## config.mk

```make
export PLATFORM = sky130hd
export DESIGN_NAME = display_value_formatter_flat
export DESIGN_NICKNAME = d
export VERILOG_FILES = /design/src/rtl/display_value_formatter_if.sv /design/src/rtl/display_value_formatter.sv /design/src/flat_wrapper.sv
export SDC_FILE = /design/constraint.sdc
export NUM_CORES = 1
export LEC_CHECK = 0
export CELL_PAD_IN_SITES_DETAIL_PLACEMENT = 1
export CELL_PAD_IN_SITES_GLOBAL_PLACEMENT = 2
export CORE_UTILIZATION = 35
export DETAILED_ROUTE_END_ITERATION = 7
export MAX_ROUTING_LAYER = met4
export PLACE_DENSITY = 0.86
export SYNTH_ARGS = -nofsm -noshare
export SYNTH_HDL_FRONTEND = slang
export SYNTH_SLANG_ARGS = --single-unit
export TNS_END_PERCENT = 50
```

## constraint.sdc

```tcl
create_clock -name clk -period 6.4 [get_ports clk]
set_clock_uncertainty 0.1 [all_clocks]
set_input_delay 1.28 -clock clk [delete_from_list [all_inputs] [get_ports clk]]
set_output_delay 1.28 -clock clk [all_outputs]
set_load 0.02 [all_outputs]
```

## src/rtl/display_value_formatter_if.sv

```systemverilog
// rtl/display_value_formatter_if.sv - request handshake and held display outputs of the value formatter
interface display_value_formatter_if #(
   parameter int DATA_W = 32
);
   logic              in_valid;
   logic              in_ready;
   logic [DATA_W-1:0] in_value;
   logic              in_signed;
   logic [3:0]        in_dp;
   logic              done;
   logic [7:0]        number1;
   logic [7:0]        number2;
   logic [7:0]        number3;
   logic [7:0]        number4;
   logic [7:0]        number5;
   logic [7:0]        number6;
   logic [7:0]        number7;
   logic [7:0]        number8;
   logic [7:0]        number9;
   logic [7:0]        number10;
   logic [7:0]        number11;
   logic [7:0]        number12;
   logic [7:0]        point;
   logic [7:0]        symbol;

   modport master (
      output in_valid, in_value, in_signed, in_dp,
      input  in_ready, done, point, symbol,
      input  number1, number2, number3, number4, number5, number6,
      input  number7, number8, number9, number10, number11, number12
   );

   modport slave (
      input  in_valid, in_value, in_signed, in_dp,
      output in_ready, done, point, symbol,
      output number1, number2, number3, number4, number5, number6,
      output number7, number8, number9, number10, number11, number12
   );
endinterface

```

## src/rtl/display_value_formatter.sv

```systemverilog
// rtl/display_value_formatter.sv - iterative double-dabble binary to blanked 12-digit display codes
module display_value_formatter #(
   parameter int         DATA_W     = 32,
   parameter logic [7:0] BLANK_CODE = 8'd10
) (
   input logic                      clk,
   input logic                      rst_n,
   display_value_formatter_if.slave bus
);
   localparam int CNT_W = $clog2(DATA_W + 1);

   generate
      if (DATA_W < 1 || DATA_W > 39) begin : g_bad_width
         $error("display_value_formatter: DATA_W must be 1..39 to fit 12 BCD digits");
      end
   endgenerate

   typedef enum logic [1:0] {IDLE, SHIFT, LATCH} state_t;

   state_t            state;
   state_t            state_nxt;
   logic              in_ready_c;
   logic              accept;
   logic              last_bit;

   logic [47:0]       bcd;
   logic [47:0]       bcd_adj;
   logic [DATA_W-1:0] mag;
   logic              neg;
   logic [3:0]        dp;
   logic [CNT_W-1:0]  cnt;

   logic              cap_neg;
   logic [3:0]        cap_dp;
   logic [3:0]        msd;
   logic [3:0]        keep;
   logic [7:0]        digit_d [12];

   logic [7:0]        num_q [12];
   logic [7:0]        point_q;
   logic [7:0]        symbol_q;
   logic              done_q;

   assign last_bit = (cnt == CNT_W'(DATA_W - 1));
   assign accept   = in_ready_c & bus.in_valid;

   always_ff @(posedge clk or negedge rst_n) begin
      if (!rst_n) state <= IDLE;
      else        state <= state_nxt;
   end

   always_comb begin
      state_nxt  = state;
      in_ready_c = 1'b0;
      case (state)
         IDLE: begin
            in_ready_c = 1'b1;
            if (bus.in_valid) state_nxt = SHIFT;
         end
         SHIFT:   if (last_bit) state_nxt = LATCH;
         LATCH:   state_nxt = IDLE;
         default: state_nxt = IDLE;
      endcase
   end

   assign cap_neg = bus.in_signed & bus.in_value[DATA_W-1];
   assign cap_dp  = (bus.in_dp > 4'd11) ? 4'd11 : bus.in_dp;

   always_comb begin
      bcd_adj = bcd;
      for (int i = 0; i < 12; i++) begin
         if (bcd[4*i +: 4] >= 4'd5) bcd_adj[4*i +: 4] = bcd[4*i +: 4] + 4'd3;
      end
   end

   // Digits above the most significant one stay visible while the point needs them.
   always_comb begin
      msd = 4'd1;
      for (int i = 0; i < 12; i++) begin
         if (bcd[4*i +: 4] != 4'd0) msd = 4'(i + 1);
      end
      keep = (msd > dp + 4'd1) ? msd : dp + 4'd1;
      for (int i = 0; i < 12; i++) begin
         digit_d[i] = (4'(i + 1) <= keep) ? {4'd0, bcd[4*i +: 4]} : BLANK_CODE;
      end
   end

   always_ff @(posedge clk or negedge rst_n) begin
      if (!rst_n) begin
         bcd <= '0;
         mag <= '0;
         neg <= 1'b0;
         dp  <= 4'd0;
         cnt <= '0;
      end else if (accept) begin
         bcd <= '0;
         mag <= cap_neg ? -bus.in_value : bus.in_value;
         neg <= cap_neg;
         dp  <= cap_dp;
         cnt <= '0;
      end else if (state == SHIFT) begin
         {bcd, mag} <= {bcd_adj[46:0], mag, 1'b0};
         cnt        <= cnt + 1'b1;
      end
   end

   always_ff @(posedge clk or negedge rst_n) begin
      if (!rst_n) begin
         num_q[0] <= 8'd0;
         for (int i = 1; i < 12; i++) num_q[i] <= BLANK_CODE;
         point_q  <= 8'd0;
         symbol_q <= 8'd0;
         done_q   <= 1'b0;
      end else begin
         done_q <= (state == LATCH);
         if (state == LATCH) begin
            for (int i = 0; i < 12; i++) num_q[i] <= digit_d[i];
            point_q  <= {4'd0, dp};
            symbol_q <= (neg && (bcd != 48'd0)) ? 8'd1 : 8'd0;
         end
      end
   end

   assign bus.in_ready = in_ready_c;
   assign bus.done     = done_q;
   assign bus.point    = point_q;
   assign bus.symbol   = symbol_q;
   assign bus.number1  = num_q[0];
   assign bus.number2  = num_q[1];
   assign bus.number3  = num_q[2];
   assign bus.number4  = num_q[3];
   assign bus.number5  = num_q[4];
   assign bus.number6  = num_q[5];
   assign bus.number7  = num_q[6];
   assign bus.number8  = num_q[7];
   assign bus.number9  = num_q[8];
   assign bus.number10 = num_q[9];
   assign bus.number11 = num_q[10];
   assign bus.number12 = num_q[11];
endmodule

```

## src/flat_wrapper.sv

```systemverilog
// flat-port wrapper written by rule: the top's interface ports become plain ports
module display_value_formatter_flat 
#(
   parameter int         DATA_W     = 32,
   parameter logic [7:0] BLANK_CODE = 8'd10
)
  (clk, rst_n, bus_in_valid, bus_in_value, bus_in_signed, bus_in_dp, bus_in_ready, bus_done, bus_point, bus_symbol, bus_number1, bus_number2, bus_number3, bus_number4, bus_number5, bus_number6, bus_number7, bus_number8, bus_number9, bus_number10, bus_number11, bus_number12);
  display_value_formatter_if #(.DATA_W(DATA_W)) bus_i ();
  input logic clk;
  input logic rst_n;
  input wire logic [$bits(bus_i.in_valid)-1:0] bus_in_valid;
  input wire logic [$bits(bus_i.in_value)-1:0] bus_in_value;
  input wire logic [$bits(bus_i.in_signed)-1:0] bus_in_signed;
  input wire logic [$bits(bus_i.in_dp)-1:0] bus_in_dp;
  output wire logic [$bits(bus_i.in_ready)-1:0] bus_in_ready;
  output wire logic [$bits(bus_i.done)-1:0] bus_done;
  output wire logic [$bits(bus_i.point)-1:0] bus_point;
  output wire logic [$bits(bus_i.symbol)-1:0] bus_symbol;
  output wire logic [$bits(bus_i.number1)-1:0] bus_number1;
  output wire logic [$bits(bus_i.number2)-1:0] bus_number2;
  output wire logic [$bits(bus_i.number3)-1:0] bus_number3;
  output wire logic [$bits(bus_i.number4)-1:0] bus_number4;
  output wire logic [$bits(bus_i.number5)-1:0] bus_number5;
  output wire logic [$bits(bus_i.number6)-1:0] bus_number6;
  output wire logic [$bits(bus_i.number7)-1:0] bus_number7;
  output wire logic [$bits(bus_i.number8)-1:0] bus_number8;
  output wire logic [$bits(bus_i.number9)-1:0] bus_number9;
  output wire logic [$bits(bus_i.number10)-1:0] bus_number10;
  output wire logic [$bits(bus_i.number11)-1:0] bus_number11;
  output wire logic [$bits(bus_i.number12)-1:0] bus_number12;
  assign bus_i.in_valid = bus_in_valid;
  assign bus_i.in_value = bus_in_value;
  assign bus_i.in_signed = bus_in_signed;
  assign bus_i.in_dp = bus_in_dp;
  assign bus_in_ready = bus_i.in_ready;
  assign bus_done = bus_i.done;
  assign bus_point = bus_i.point;
  assign bus_symbol = bus_i.symbol;
  assign bus_number1 = bus_i.number1;
  assign bus_number2 = bus_i.number2;
  assign bus_number3 = bus_i.number3;
  assign bus_number4 = bus_i.number4;
  assign bus_number5 = bus_i.number5;
  assign bus_number6 = bus_i.number6;
  assign bus_number7 = bus_i.number7;
  assign bus_number8 = bus_i.number8;
  assign bus_number9 = bus_i.number9;
  assign bus_number10 = bus_i.number10;
  assign bus_number11 = bus_i.number11;
  assign bus_number12 = bus_i.number12;
  display_value_formatter #(.DATA_W(DATA_W), .BLANK_CODE(BLANK_CODE)) u_core (.clk(clk), .rst_n(rst_n), .bus(bus_i));
endmodule
```

==> flow_metrics.py, run 1 <==
metrics = {
    "run_status": {
        "status": "finished clean",
    },
    "hold_path": {
        "hold_path_end": "u_core.bcd[0]",
        "min_path_type": "flip-flop to flip-flop",
        "min_from": "u_core.mag[31]",
        "hold_depth": 2,
    },
    "timing": {
        "worst_pin_slew_ns": 0.9209,
        "fmax_ghz": 0.2275,
        "period_share_pct": 68.67,
        "max_slew_margin_pct": 38.61,
        "rsz0062_at_grt": "no",
        "holdWs_ns": 0.3768,
        "finalMaxSlewViolations": 0,
        "hold_violations": 0,
        "period_needed_ns": 4.395,
        "setup_violations": 0,
        "finalSetupTns_ns": 0,
    },
    "synth": {
        "synth_edf_count": 0,
        "synth_area_leaders": "dfrtp_1, dfstp_2, nand2_1",
        "synth_most_common_cell": "nand2_1",
        "synth_ff_type": "dfrtp_1",
        "syn-mean-instance-area_um2": 8.966,
        "synthDistinctLibCells": 62,
        "async_reset_ff_share_pct": 100.0,
        "seq_area_frac_synth_pct": 42.79,
        "ys_warn_count": 0,
        "syn-instance-count": 966,
        "synth_top_area_share_pct": 36.12,
        "netlist_area_um2": 8661,
        "yosysTopAreaCell": "dfrtp_1",
        "synth_common_cells": "nand2_1, dfrtp_1, a21oi_1",
        "ys_ff_latch": 147,
    },
    "final_layout": {
        "reg_top3": "u_core.bcd (48), u_core.mag (32), u_core.cnt (6)",
        "nets": 1112,
        "area_delta_synth_final_pct": 18.29,
        "drive_above_1_share_pct": 7.612,
        "num-fill-cells": 2831,
        "regMostFlops": "u_core.bcd",
        "num_antenna_cells": 0,
        "fin_area_um2": 10240,
        "fin_util_pct": 42.13,
        "final_cell_count_no_fill": 1375,
        "largest_reg_flops": 48,
    },
    "global_routing": {
        "grtUsageMet2_pct": 32.91,
        "grt_pass1_vias": 7393,
        "antenna_found_initial": 0,
        "busiest_layer": "met2",
        "grtUsageTotal_pct": 19.54,
        "grt_max_degree": 99,
        "grtUsageMet3_pct": 2.813,
        "grtUsageMet1_pct": 24.66,
        "grt_pass1_wl_um": 38810,
        "gr-total-overflow": 0,
    },
    "floorplan": {
        "die_width_um": 159.3,
        "ios": 154,
        "dieArea_um2": 25380,
        "chipHeight_um": 159.3,
        "initial_core_util_pct": 35.61,
        "std_cell_rows": 57,
        "core-area_um2": 24320,
    },
    "worst_setup_path": {
        "cp-start-kind": "flip-flop",
        "timing.reg2reg.setup_slack_ns": 2.01,
        "endpoint_kind": "flip-flop",
        "reg2regPathDepth": 13,
        "reg2reg_to": "u_core.bus.number4[0]",
        "cp.arrival_ns": 4.63,
        "critPathKind": "flip-flop to flip-flop",
        "cp_max_fo": 6,
        "cp.required_ns": 6.63,
        "reg2reg_from": "u_core.bcd[12]",
    },
    "placement": {
        "place_congestion": 0.8731,
        "portBuffers": 94,
        "hpwlAfterDp_um": 16430,
        "dp.cells": 1343,
        "dpl_cell_area_um2": 9676,
    },
    "route": {
        "drt_iter0_drc": 387,
        "route.detailed.drc": 0,
        "num_vias": 7155,
        "dr.pass1.iters": 4,
        "wire_per_inst_um": 16.91,
        "drtAntennaViolNets": 0,
        "wirelength_um": 23260,
        "avgViaCountPerCell": 5.204,
    },
    "clocking": {
        "post_cts_resized": 0,
        "tritoncts.num_buffers": 17,
        "cts_tree": "yes",
        "ctsHoldBuffers": 0,
        "max-clock-path-buffers": 2,
        "clk_pin_slew_ns": 0.06,
        "root_buffer": "clkbuf_16",
        "insertion_delay_ns": 0.42,
        "cts_setup_buffers": 0,
        "cts_sinks": 147,
        "h-tree-depth": 4,
    },
    "flow_run": {
        "cap_violations": 0,
    },
    "power_and_ir_drop": {
        "power.leakage_nw": 4.253,
        "vdd_ir_drop_max_mv": 0.1946,
        "p_per_area_nw_per_um2": 381.0,
    },
}
-- cells in the final DEF (no fill, tap or decap), types with 5 or more instances in the layout --
cell type / Yosys / routed
o21ai_1: 5 / 5
a32o_1: 12 / 12
inv_1: 35 / 35
nor2_1: 61 / 61
o211ai_1: 9 / 9
clkinv_2: 0 / 5
xor2_1: 17 / 17
o21ai_0: 66 / 66
xnor2_1: 36 / 36
a22o_1: 9 / 9
clkdlybuf4s50_1: 0 / 93
a21oi_1: 67 / 67
nand3_1: 39 / 39
a211oi_1: 7 / 7
o22a_1: 11 / 11
dfstp_2: 22 / 22
dfrtp_1: 125 / 125
a31oi_1: 17 / 17
nor3b_1: 10 / 10
conb_1: 1 / 59
nand2_1: 128 / 127
clkinvlp_4: 0 / 5
buf_4: 59 / 8
o31ai_1: 18 / 18
o21a_1: 5 / 5
nand2b_1: 14 / 12
ha_1: 34 / 34
nor3_1: 15 / 15
clkbuf_16: 0 / 17
nand4_1: 5 / 5
and3_1: 18 / 18
o32ai_1: 10 / 10
-- routing by layer --
layer | up-vias | wire length, µm
met5 | - | 0
met4 | 0 | 255
met3 | 21 | 568
met2 | 136 | 11640
met1 | 3566 | 10790
li1 | 3432 | -
-- critical path, cell delays in order, from the launching register on --
cell,delay (ns)
dfrtp_1,0.41
inv_1,0.13
ha_1,0.27
or3b_2,0.47
a211oi_1,0.29
o211a_1,0.25
ha_1,0.25
nor2b_1,0.13
o211a_1,0.22
o21ai_0,0.66
buf_4,0.27
mux2_2,0.37
or2_2,0.29
o21ai_0,0.17
-- report_power, final --
part           total [mW]  switching [mW]  internal [mW]
combinational        1.47           0.868          0.599
clock               0.977           0.406          0.571
sequential           1.46           0.273           1.19
total                3.90            1.55           2.36
-- cell families after synthesis --
logic type                 Yosys count  synth area share (%)
and+or+nand+nor                    327                 18.52
AOI/OAI and AO/OA                  260                 19.33
DFF                                147                 42.79
buffers and inverters              142                 8.798
xor gates and xnor gates            53                 5.360
adders and majority gates           34                 4.912
muxes                                2                0.2456
other                                1               0.04330
-- stage by stage --
step / setup slack, ns / power, mW
2_1_floorplan: 2.983 / 2.536
3_3_place_gp: 2.258 / 2.873
3_5_place_dp: 2.087 / 2.936
4_1_cts: 2.074 / 3.941
5_1_grt: 1.786 / 4.216
6_report: 2.005 / 3.904
-- layout make-up --
cell class	count	area, µm²	area share, %
tap	324	405.4	3.957
multi-input combinational	735	4431	43.25
clock inverter	14	140.1	1.368
inverter	35	131.4	1.282
sequential	147	3706	36.17
timing repair buffer	102	1002	9.783
clock buffer	18	429.2	4.189
-- how the worst max path moves through the flow --
stage / slack, ns / startpoint / depth (start not counted) / end
6_report: 2.01 / u_core.bcd[12] / 13 / u_core.bus.number4[0]
5_1_grt: 1.79 / u_core.bcd[12] / 13 / u_core.bus.number4[3]
4_1_cts: 2.07 / u_core.bcd[12] / 13 / u_core.bus.number4[0]
3_5_place_dp: 2.09 / u_core.bcd[12] / 13 / u_core.bus.number4[0]
3_3_place_gp: 2.26 / u_core.bcd[12] / 13 / u_core.bus.number4[3]
2_1_floorplan: 2.98 / u_core.bcd[12] / 13 / u_core.bus.number11[0]
(Power assumes the default switching activity.)
==> run 2: changes to the inputs <==
CORE_UTILIZATION = 29   (was 35)
PLACE_DENSITY = 0.76   (was 0.86)
clock period = 3.8 ns   (was 6.4 ns; I/O delays follow)
==> flow_metrics.py, run 2 (synthesis results as in run 1) <==
metrics = {
    "run_status": {
        "status": "finished clean",
    },
    "clocking": {
        "root_buffer": "clkbuf_16",
        "ctsHoldBuffers": 0,
        "cts_sinks": 147,
        "post_cts_resized": 1,
        "tritoncts.num_buffers": 17,
        "h-tree-depth": 4,
        "clk_pin_slew_ns": 0.07,
        "cts_setup_buffers": 0,
        "insertion_delay_ns": 0.43,
        "cts_tree": "yes",
        "max-clock-path-buffers": 2,
    },
    "global_routing": {
        "grt_max_degree": 81,
        "antenna_found_initial": 0,
        "gr-total-overflow": 0,
        "grtUsageTotal_pct": 16.94,
        "grt_pass1_wl_um": 39930,
        "grt_pass1_vias": 7445,
    },
    "floorplan": {
        "chipHeight_um": 174.8,
        "initial_core_util_pct": 29.85,
        "std_cell_rows": 62,
        "dieArea_um2": 30560,
        "ios": 154,
        "die_width_um": 174.8,
        "core-area_um2": 29010,
    },
    "final_layout": {
        "largest_reg_flops": 48,
        "reg_top3": "u_core.bcd (48), u_core.mag (32), u_core.cnt (6)",
        "nets": 1154,
        "area_delta_synth_final_pct": 23.56,
        "num_antenna_cells": 0,
        "layout_commonest_cell": "nand2_1",
        "num-fill-cells": 3399,
        "fin_util_pct": 36.89,
        "drive_above_1_share_pct": 11.99,
        "seq_area_um2": 3706,
        "final_cell_mix": "nand2_1, dfrtp_1, clkdlybuf4s50_1",
        "multiInputGateArea_um2": 4471,
        "regMostFlops": "u_core.bcd",
    },
    "route": {
        "route.detailed.drc": 0,
        "num_vias": 7322,
        "wire_per_inst_um": 16.74,
        "drt_iter0_drc": 429,
        "dr.pass1.iters": 4,
        "wirelength_um": 24730,
        "avgViaCountPerCell": 4.957,
        "drtAntennaViolNets": 0,
    },
    "worst_setup_path": {
        "crit_buf_inv": 2,
        "cp_top_family": "compound AO/OA/AOI/OAI gates",
        "slowest_delay_ns": 0.50,
        "cp_max_fo": 8,
        "timing.reg2reg.setup_slack_ns": 0.13,
        "cp.arrival_ns": 3.93,
        "slowest_stage": "or3b_2",
        "crit_chain": "inv_1 -> ha_1 -> or3b_2 -> a211oi_4 -> o211a_1 -> ha_1 -> nor2b_1 -> o211a_1 -> o21ai_2 -> buf_4 -> mux2_2 -> or2_2 -> o22a_1",
        "cp-start-kind": "flip-flop",
        "critPathKind": "flip-flop to flip-flop",
        "endpoint_kind": "flip-flop",
        "cp.required_ns": 4.06,
    },
    "power_and_ir_drop": {
        "vdd_ir_drop_max_mv": 0.3449,
        "power.leakage_nw": 4.482,
        "finalPower_mw": 6.982,
        "p_per_area_nw_per_um2": 652.4,
    },
    "timing": {
        "setup_violations": 0,
        "max_slew_margin_pct": 40.44,
        "period_needed_ns": 3.670,
        "finalMaxSlewViolations": 0,
        "worst_pin_slew_ns": 0.8934,
        "fmax_ghz": 0.2725,
        "period_share_pct": 96.58,
        "hold_violations": 0,
    },
    "placement": {
        "portBuffers": 94,
        "place_congestion": 0.8445,
        "hpwlAfterDp_um": 17220,
    },
    "flow_run": {
        "cap_violations": 0,
    },
    "hold_path": {
        "min_path_type": "input pin to asynchronous set/reset pin",
    },
}
[run 2: per-stage QoR]
step | TNS [ns] | hold WS (ns) | area [µm²] | setup slack (ns) | instances
after global placement | 0 | 0.3636 | 10080 | 0.1407 | 1445
after floorplan | 0 | 0.3432 | 8879 | 0.3830 | 1024
final | 0 | 0.1758 | 10700 | 0.1298 | 1477
after CTS | 0 | 0.1917 | 10670 | 0.07922 | 1477
after global routing | -0.02373 | 0.2146 | 10700 | -0.01271 | 1477
after detailed placement | -0.01798 | 0.3719 | 10080 | -0.01798 | 1445
[run 2: final timing paths]
check	from	end	cells after the start
setup / recovery	u_core.bcd[13]	u_core.bus.number4[3]	13
hold / removal	rst_n	u_core.bcd[21]	1
setup reg to reg	u_core.bcd[13]	u_core.bus.number4[3]	13
hold reg to reg	u_core.bus.number5[0]	u_core.bus.number5[0]	2
max in group asynchronous	rst_n	u_core.bus.number12[1]	2
min in group clk	u_core.bus.number5[0]	u_core.bus.number5[0]	2
[run 2: power breakdown]
group	switching, mW	leakage, nW	total, mW	internal (mW)
sequential	0.406	1.77	2.40	2.00
combinational	1.63	2.43	2.88	1.25
clock	0.756	0.280	1.70	0.942
total	2.79	4.48	6.98	4.19
[run 2: routing by layer]
metal	wire (µm)	up-vias	share of wire, %	track usage [%]
met5	0	-	0	-
met1	11520	3618	47	21.69
met4	377	0	1.5	5.072
met3	764	27	3.1	2.742
li1	-	3521	-	-
met2	12070	156	49	27.41
[run 2: area by class of cell]
cell class	instances	area share [%]
multi-input combinational	735	41.77
clock inverter	14	1.345
clock buffer	18	4.104
sequential	147	34.63
inverter	35	1.228
timing repair buffer	144	12.43
tap	384	4.490
==> run 3: changes to the inputs <==
ABC_AREA = 1   (was unset)
CORE_UTILIZATION = 28   (was 29)
PLACE_DENSITY = 0.77   (was 0.76)
==> flow_metrics.py, run 3 <==
metrics = {
    "power_and_ir_drop": {
        "vdd_ir_drop_max_mv": 0.3790,
        "finalPower_mw": 8.379,
        "p_per_area_nw_per_um2": 810.2,
        "power.leakage_nw": 4.818,
    },
    "synth": {
        "syn-mean-instance-area_um2": 8.014,
        "synth_area_leaders": "dfrtp_1, nand2_1, dfstp_2",
        "netlist_area_um2": 8503,
        "synthDistinctLibCells": 45,
        "ys_ff_latch": 147,
        "synth_edf_count": 0,
        "synth_top_area_share_pct": 36.79,
        "async_reset_ff_share_pct": 100.0,
        "synth_common_cells": "nand2_1, dfrtp_1, inv_1",
        "synth_ff_type": "dfrtp_1",
        "seq_area_frac_synth_pct": 43.58,
        "ys_warn_count": 0,
        "syn-instance-count": 1061,
        "synth_most_common_cell": "nand2_1",
        "yosysTopAreaCell": "dfrtp_1",
    },
    "timing": {
        "max_slew_margin_pct": 26.48,
        "period_needed_ns": 3.404,
        "worst_slack_ns": 0.3962,
        "finalSetupTns_ns": 0,
        "worst_pin_slew_ns": 1.103,
        "fmax_ghz": 0.2938,
        "period_share_pct": 89.57,
        "rsz0062_at_grt": "no",
        "finalMaxSlewViolations": 0,
        "setup_violations": 0,
        "hold_violations": 0,
    },
    "worst_setup_path": {
        "reg2reg_to": "u_core.bus.number11[1]",
        "cp.required_ns": 4.06,
        "reg2regPathDepth": 21,
        "reg2reg_from": "u_core.bcd[32]",
        "cp-start-kind": "flip-flop",
        "cpMostUsedCell": "nand2_1",
        "slowest_delay_ns": 0.42,
        "cp_max_fo": 5,
        "timing.reg2reg.setup_slack_ns": 0.40,
        "endpoint_kind": "flip-flop",
        "crit_chain": "inv_1 -> ha_1 -> nand2_1 -> nor2_1 -> nand2_1 -> inv_1 -> nand2_1 -> a21oi_1 -> ha_1 -> inv_1 -> nor2_1 -> o21ai_0 -> nand2_1 -> nand2_2 -> inv_1 -> o21ai_4 -> nand3_1 -> nand2_1 -> nand3_1 -> nand2_1 -> inv_1",
        "critPathKind": "flip-flop to flip-flop",
        "slowest_stage": "dfrtp_1",
        "cp.arrival_ns": 3.66,
    },
    "route": {
        "num_vias": 7282,
        "route.detailed.drc": 0,
        "wirelength_um": 23760,
        "avgViaCountPerCell": 4.695,
        "dr.pass1.iters": 4,
        "wire_per_inst_um": 15.32,
        "drtAntennaViolNets": 0,
        "drt_iter0_drc": 317,
    },
    "flow_run": {
        "cap_violations": 0,
    },
    "clocking": {
        "h-tree-depth": 4,
        "clk_pin_slew_ns": 0.06,
        "insertion_delay_ns": 0.42,
        "cts_sinks": 147,
        "cts_setup_buffers": 0,
        "max-clock-path-buffers": 2,
        "tritoncts.num_buffers": 17,
        "cts_tree": "yes",
        "root_buffer": "clkbuf_16",
    },
    "floorplan": {
        "initial_core_util_pct": 28.54,
        "core-area_um2": 29800,
        "std_cell_rows": 63,
        "ios": 154,
        "chipHeight_um": 176.3,
        "die_width_um": 176.3,
        "dieArea_um2": 31070,
    },
    "global_routing": {
        "gr-total-overflow": 0,
        "antenna_found_initial": 0,
        "grt_pass1_wl_um": 39450,
        "grt_max_degree": 86,
        "grtUsageTotal_pct": 16.49,
        "grt_pass1_vias": 7419,
    },
    "placement": {
        "place_congestion": 0.8088,
        "hpwlAfterDp_um": 16970,
        "place_ws_ns": 0.2381,
        "portBuffers": 94,
    },
    "final_layout": {
        "drive_above_1_share_pct": 9.044,
        "multiInputGateArea_um2": 3998,
        "reg_top3": "u_core.bcd (48), u_core.mag (32), u_core.cnt (6)",
        "nets": 1222,
        "seq_area_um2": 3706,
        "final_cell_mix": "nand2_1, dfrtp_1, inv_1",
        "layout_commonest_cell": "nand2_1",
        "largest_reg_flops": 48,
        "regMostFlops": "u_core.bcd",
        "num-fill-cells": 3590,
        "area_delta_synth_final_pct": 21.62,
        "num_antenna_cells": 0,
    },
    "hold_path": {
        "min_path_type": "input pin to asynchronous set/reset pin",
    },
    "run_status": {
        "status": "finished clean",
    },
}
==> run 3: power breakdown <==
| group | internal [mW] | switching, mW | leakage [nW] |
|---|---|---|---|
| clock | 1.11 | 0.713 | 0.302 |
| combinational | 1.38 | 2.57 | 2.76 |
| sequential | 2.17 | 0.447 | 1.75 |
| total | 4.65 | 3.73 | 4.82 |
==> run 3: cells by family after synthesis <==
kind of cell / count (synthesis) / synth area share, %
multiplexers: 1 / 0.1324
flip-flops: 147 / 43.58
buffers and inverters: 221 / 12.37
adder cells (fa/ha/maj): 34 / 5.003
XOR/XNOR: 22 / 2.266
AND/OR/NAND/NOR: 401 / 20.23
AO/OA/AOI/OAI: 234 / 16.36
other: 1 / 0.04410
==> run 3: how the worst max path moves through the flow <==
stage                         from                      to  slack, ns  cells after the start
global route         u_core.bcd[8]  u_core.bus.number11[1]       0.02                     24
finish              u_core.bcd[32]  u_core.bus.number11[1]       0.40                     21
detailed placement  u_core.bcd[32]  u_core.bus.number11[1]       0.24                     21
global placement    u_core.bcd[32]  u_core.bus.number11[3]       0.28                     21
floorplan           u_core.bcd[32]  u_core.bus.number10[1]       0.97                     23
CTS                 u_core.bcd[32]  u_core.bus.number11[1]       0.17                     21
==> run 3: metal layers <==
| layer | track usage (%) | routed length [µm] |
|---|---|---|
| met5 | - | 0 |
| met4 | 4.384 | 227 |
| met3 | 3.058 | 1036 |
| met2 | 27.20 | 11440 |
| met1 | 20.65 | 11060 |
==> run 3: layout make-up <==
type | instances | area share [%]
Clock buffer | 18 | 4.150
Clock inverter | 14 | 1.948
Inverter | 127 | 4.610
Multi-Input combinational cell | 751 | 38.66
Sequential cell | 147 | 35.84
Tap cell | 390 | 4.719
Timing Repair Buffer | 104 | 10.08
==> run 3: critical path, delay by kind of cell, from the launching register on <==
kind / cells / cell delay, ns
fa+ha+maj: 2 / 0.47
flops: 1 / 0.42
compound gates: 3 / 0.60
simple gates: 11 / 1.30
buf+inv: 5 / 0.45
==> run 3: repair_timing <==
action / CTS / global route
hold buffers: 0 / 0
setup endpoints to repair: 0 / 18
gates resized for setup: 0 / 5
endpoints found under the hold margin: 0 / 0
==> run 3: through the flow <==
stage	hold slack, ns	area (µm²)	instances	utilization [%]
detailed placement	0.3580	9686	1519	32.51
floorplan	0.3495	8721	1119	-
global route	0.3775	10340	1551	34.71
CTS	0.3408	10320	1551	34.62
finish	0.3137	10340	1551	34.71
global placement	0.3588	9686	1519	32.51
